### src/rtl/vga_salida_rgb_pipe.sv
// Registered VGA pixel output stage: delays sync/oe by the source read latency, scales and blanks colour,
// counts frames and flags oe-during-sync. Optional test-pattern generator under VGA_TEST_PATTERN_EN.
module vga_salida_rgb_pipe #(
   parameter int                CH_W     = 4,
   parameter int                IN_CH_W  = 4,
   parameter int                LAT      = 2,
   parameter logic [3*CH_W-1:0] BG_COLOR = '0,
   parameter int                BAR_W    = 80
) (
   input  logic                 i_clk,
   input  logic                 i_reset,
   input  logic [3*IN_CH_W-1:0] i_pix_in,
   input  logic                 i_oe_in,
   input  logic                 i_hsync_in,
   input  logic                 i_vsync_in,
`ifdef VGA_TEST_PATTERN_EN
   input  logic                 i_tp_sel,
`endif
   output logic [CH_W-1:0]      o_R,
   output logic [CH_W-1:0]      o_G,
   output logic [CH_W-1:0]      o_B,
   output logic                 o_hsync_out,
   output logic                 o_vsync_out,
   output logic                 o_oe_out,
   output logic [15:0]          o_frame_cnt,
   output logic                 o_sync_err
);

   // Timing delay line, element 0 is the live input, element LAT feeds the output stage. {oe,hs,vs}
   logic [2:0] w_tim [0:LAT];
   assign w_tim[0] = {i_oe_in, i_hsync_in, i_vsync_in};

   for (genvar gi = 1; gi <= LAT; gi++) begin : g_dly
      logic [2:0] r_stage;
      always_ff @(posedge i_clk) begin
         if (i_reset) r_stage <= 3'b011;
         else         r_stage <= w_tim[gi-1];
      end
      assign w_tim[gi] = r_stage;
   end

   logic w_oe_d, w_hs_d, w_vs_d;
   assign {w_oe_d, w_hs_d, w_vs_d} = w_tim[LAT];

   // One formula covers truncation, pass-through and MSB replication.
   function automatic logic [CH_W-1:0] f_scale(input logic [IN_CH_W-1:0] c);
      logic [CH_W-1:0] v;
      v = '0;
      for (int k = 0; k < CH_W; k++) v[CH_W-1-k] = c[IN_CH_W-1-(k % IN_CH_W)];
      return v;
   endfunction

`ifdef VGA_TEST_PATTERN_EN
   logic [10:0] r_col;
   logic [31:0] w_q;
   logic [2:0]  w_bar;

   always_ff @(posedge i_clk) begin
      if (i_reset)     r_col <= '0;
      else if (w_oe_d) r_col <= r_col + 11'd1;
      else             r_col <= '0;
   end

   assign w_q   = {21'd0, r_col} / BAR_W;
   assign w_bar = (w_q > 32'd7) ? 3'd7 : w_q[2:0];
`endif

   logic [3*CH_W-1:0] w_pix, w_rgb;

   always_comb begin
      w_pix = {f_scale(i_pix_in[3*IN_CH_W-1 -: IN_CH_W]),
               f_scale(i_pix_in[2*IN_CH_W-1 -: IN_CH_W]),
               f_scale(i_pix_in[IN_CH_W-1:0])};
`ifdef VGA_TEST_PATTERN_EN
      if (i_tp_sel) w_pix = {{CH_W{w_bar[2]}}, {CH_W{w_bar[1]}}, {CH_W{w_bar[0]}}};
`endif
      w_rgb = (w_oe_d && w_hs_d && w_vs_d) ? w_pix : BG_COLOR;
   end

   logic [3*CH_W-1:0] r_rgb;
   logic              r_hs, r_vs, r_oe, r_err;
   logic [15:0]       r_frame;

   always_ff @(posedge i_clk) begin
      if (i_reset) begin
         r_rgb   <= '0;
         r_hs    <= 1'b1;
         r_vs    <= 1'b1;
         r_oe    <= 1'b0;
         r_frame <= '0;
         r_err   <= 1'b0;
      end else begin
         r_rgb <= w_rgb;
         r_hs  <= w_hs_d;
         r_vs  <= w_vs_d;
         r_oe  <= w_oe_d;
         // r_vs holds the previous vs_d, so this is its falling edge
         if (r_vs && !w_vs_d) r_frame <= r_frame + 16'd1;
         if (w_oe_d && (!w_hs_d || !w_vs_d)) r_err <= 1'b1;
      end
   end

   assign o_R         = r_rgb[3*CH_W-1 -: CH_W];
   assign o_G         = r_rgb[2*CH_W-1 -: CH_W];
   assign o_B         = r_rgb[CH_W-1:0];
   assign o_hsync_out = r_hs;
   assign o_vsync_out = r_vs;
   assign o_oe_out    = r_oe;
   assign o_frame_cnt = r_frame;
   assign o_sync_err  = r_err;

endmodule
### config.mk
export PLATFORM = sky130hd
export DESIGN_NAME = vga_salida_rgb_pipe
export DESIGN_NICKNAME = d
export VERILOG_FILES = /design/src/rtl/vga_salida_rgb_pipe.sv
export SDC_FILE = /design/constraint.sdc
export NUM_CORES = 1
export LEC_CHECK = 0
export BUFFER_PORTS_ARGS = -buffer_cell sky130_fd_sc_hd__buf_4
export CAP_MARGIN = 20
export CORE_AREA = 2 2 58 54
export DETAILED_ROUTE_END_ITERATION = 10
export DIE_AREA = 0 0 60 56
export GPL_ROUTABILITY_DRIVEN = 0
export PLACE_DENSITY = 0.87
export SYNTH_ARGS = -nofsm -noshare
export SYNTH_HDL_FRONTEND = slang
export SYNTH_SLANG_ARGS = --single-unit
### constraint.sdc
create_clock -name i_clk -period 3.95 [get_ports i_clk]
set_input_delay 0.395 -clock i_clk [delete_from_list [all_inputs] [get_ports i_clk]]
set_output_delay 0.395 -clock i_clk [all_outputs]
set_load 0.005 [all_outputs]
**Word level (Yosys, flattened, before mapping)**

Cells that the tools add are included.

- Word-level logic and storage cells: 18
- Register bits after elaboration: 38

- Bitwise operators: 1
- Reduce and logical (&&, ||, !) cells: 8
- Add/sub/neg operators: 1

Operator list:

| cell | count |
|---|---|
| $add 16x1->16 const B | 1 |
| $logic_and 1x1->1 | 4 |
| $logic_not 1->1 | 2 |
| $reduce_or 2->1 | 1 |
| $logic_or 1x1->1 | 1 |
| $not 1->1 | 1 |

**Longest topological paths before layout**

- Depth after elaboration: 4
- Depth in mapped cells: 5
- Gate-level depth less buffers: 5

**Worst setup path before layout**

No wires, ideal clock.

- Path type: register to register
- Start: register r_frame[2] (netlist: o_frame_cnt[2])
- End: register r_frame[15] (netlist: o_frame_cnt[15])
- Library setup time: 0.121 ns
- Slack: 2.471 ns
- Data required time: 3.829 ns
- Cell stages (with the launch flop): 5
- Arrival time: 1.359 ns
- Cells stage by stage: dfxtp_1 -> and4b_1 -> nand2_2 -> nor4_2 -> mux2_2

- Cells in the longest elaborated chain, start to end: 1

Ends and longest elaborated chain:

| element | RTL line | RTL |
|---|---|---|
| start: declaration | 82 | `logic [15:0] r_frame;` |
| start signal: assignment | 98 | `if (r_vs && !w_vs_d) r_frame <= r_frame + 16'd1;` |
| $add 16x1->16 | 98 |  |

Every way passes these cells.
A chain may end at the register's enable or synchronous reset.

**Final worst setup path**

- Start: register r_frame[0] (netlist: o_frame_cnt[0])
- End: register r_frame[14] (netlist: o_frame_cnt[14])

Same word-level chain as after synthesis.

==> results.cfg <==
[status]
status = finished clean

[synthesis]
syn-num-nets = 149
syn-instance-count = 131
synthTopCellsByArea = dfxtp_1 57%, and2_1 6.1%, xor2_1 4.6%
avgSynthCellArea_um2 = 10.25
ys_warn_count = 0
ys_seq_area_frac = 0.5666
ys_types = 30
netlist.top_cell.by_area = dfxtp_1
synth-seq-cells = 38
synth_area_um2 = 1343
synth_top_area_share = 0.5666

[clock_tree]
cts.sinks = 38
clockRootBuffer = clkbuf_4
clk_latency_ns = 0.32
cts_buffer_depth = 2
cts_made_buffers = 5
path_clk_slew_ns = 0.11
cts_max_level = 2
cts_tree = done
postCtsSetupRepairBufs = 0
holdBufCountCts = 0
cts_resized = 0

[floorplanning]
chipWidth_um = 60
io_pins = 49
floorplan.rows = 18
start_util = 0.4927
coreArea_um2 = 2725
die-area_um2 = 3360
die_h_um = 56

[timing]
finalSetupTns_ns = 0
worst_pin_slew_ns = 0.3584
hold_slack_ns = 0.2578
slew_headroom = 0.7589
rsz0062_at_grt = false
period_needed_ns = 1.670
finalWorstSetupSlack_ns = 2.280
slew_viol_final = 0
setup-violations-final = 0
period_share = 0.4228
clock_skew_ns = 0.01133
hold_viol = 0
max_freq_mhz = 598.8

[cells_and_area]
n_fill_cell = 226
final_common_cell = buf_4
final_area_um2 = 1793
layout_common_cells = 48 x buf_4, 38 x dfxtp_1, 14 x nor2_1, 13 x and2_1, 7 x xor2_1
drive_above_1_share = 0.3607
antennaDiodeCount = 0
layout.nets = 200
area_delta_synth_final_pct = 33.55

[placed_design]
placed_area_um2 = 1733
hpwl_um = 2037
io_buffers = 48
dp_slack_ns = 2.319

[worst_setup_path]
endpoint_kind = register
reg2reg_depth = 5
cpPeakStageDelay_ns = 0.48
path_class = reg2reg
startpoint_type = register
worstPathRequired_ns = 4.17
worst_path_max_delay_cell = dfxtp_1
path_cells = ha_1 > nand4b_1 > nor4_1 > xnor2_1 > nor2_1
worstPathArrival_ns = 1.89
cp_max_fo = 7

[global_route]
grt_pass1_vias = 1024
grt-ovfl-total = 0
grt.total_usage = 0.1759
grt_max_degree = 28
antenna_found_initial = 0
grt_pass1_wl_um = 4505

[pwr]
ir_worst_vdd_uv = 268.5
cellLeakagePower_nw = 0.7785
powerDensity_nw_per_um2 = 347.2

[job]
cap_violations = 0

[routing]
viasPerCell = 4.771
first_iter_violations = 42
first_pass_iters = 4
vias = 1064
ant_nets = 0
post-route-drc-count = 0
wire_per_inst_um = 12.43
drt_wl_total_um = 2771

[worst_hold_path]
whs_path_depth = 2
hold_path.class = in2reg
logic make-up (layout without fill, tap and decap cells):
| family | count (synthesis) | count (layout) | synth area share |
|---|---|---|---|
| DFF | 38 | 38 | 0.5666 |
| adders and majority gates | 1 | 1 | 0.009318 |
| xor gates and xnor gates | 11 | 11 | 0.07176 |
| AOI/OAI and AO/OA | 7 | 7 | 0.02609 |
| muxes | 2 | 2 | 0.01584 |
| and+or+nand+nor | 67 | 67 | 0.2926 |
| buffers and inverters | 5 | 57 | 0.01770 |
where the power goes:
| group | switching [mW] | internal [mW] | leakage, nW |
|---|---|---|---|
| registers | 0.00397 | 0.389 | 0.308 |
| clock network | 0.113 | 0.0864 | 0.0353 |
| logic | 0.0102 | 0.0193 | 0.435 |
flip-flops by register name, indices dropped and copies added, names as in the netlist:
signal,cells
o_sync_err,1
o_oe_out,1
r_rgb,12
o_vsync_out,1
o_frame_cnt,16
o_hsync_out,1
g_dly.r_stage,6
critical path: cells and delay by family (launching register included):
kind          cells  cell delay [ns]
simple gates      3             0.69
xor+xnor          1             0.18
flops             1             0.48
fa+ha+maj         1             0.23
path summary, 6_finish.rpt:
| kind | start | slack (ns) | to |
|---|---|---|---|
| setup / recovery | o_frame_cnt[0]$_SDFFE_PP0P_ | 2.28 | o_frame_cnt[14]$_SDFFE_PP0P_ |
| hold / removal | i_vsync_in | 0.26 | g_dly[1].r_stage[0]$_SDFF_PP1_ |
| setup reg to reg | o_frame_cnt[0]$_SDFFE_PP0P_ | 2.28 | o_frame_cnt[14]$_SDFFE_PP0P_ |
| hold reg to reg | g_dly[1].r_stage[1]$_SDFF_PP1_ | 0.42 | g_dly[2].r_stage[1]$_SDFF_PP1_ |
per-stage QoR:
| step | instances | total power [mW] | utilization |
|---|---|---|---|
| floorplan | 131 | 0.4135 | - |
| global placement | 215 | 0.4309 | 0.6359 |
| detailed placement | 215 | 0.4323 | 0.6359 |
| CTS | 223 | 0.6296 | 0.6579 |
| global route | 223 | 0.6495 | 0.6579 |
| finish | 223 | 0.6225 | 0.6579 |
cell usage after synthesis:
cell / number
nor3_1: 1
xnor2_1: 4
and4_2: 1
nor2b_1: 5
nand2_2: 1
inv_1: 1
nor4_2: 1
ha_1: 1
and4b_1: 3
buf_4: 1
or2_2: 6
nor2_1: 14
clkbuf_1: 1
and3_2: 1
buf_1: 1
nand2_1: 4
clkbuf_2: 1
nand4_1: 6
o21ai_0: 3
or3_1: 3
and3_1: 1
mux2_2: 1
a21oi_1: 4
nand3_1: 4
nand4b_1: 1
and2_1: 13
dfxtp_1: 38
mux2i_1: 1
nor4_1: 2
xor2_1: 7
per-layer routing:
metal / up-vias / GRT usage / wire length [um]
li1: 542 / - / -
met1: 498 / 0.2081 / 1181
met2: 22 / 0.2997 / 1455
met3: 2 / 0.04884 / 114
met4: 0 / 0.05714 / 20
met5: - / 0 / 0
area by class of cell:
class | count | area [um2] | share of cell area
Clock inverter | 1 | 5.005 | 0.002791
Timing Repair Buffer | 48 | 360.3 | 0.2010
Sequential cell | 38 | 760.7 | 0.4243
Inverter | 1 | 3.754 | 0.002094
Multi-Input combinational cell | 88 | 558.0 | 0.3112
Clock buffer | 7 | 55.05 | 0.03070
Tap cell | 40 | 50.05 | 0.02791
(Power assumes the default switching activity.)
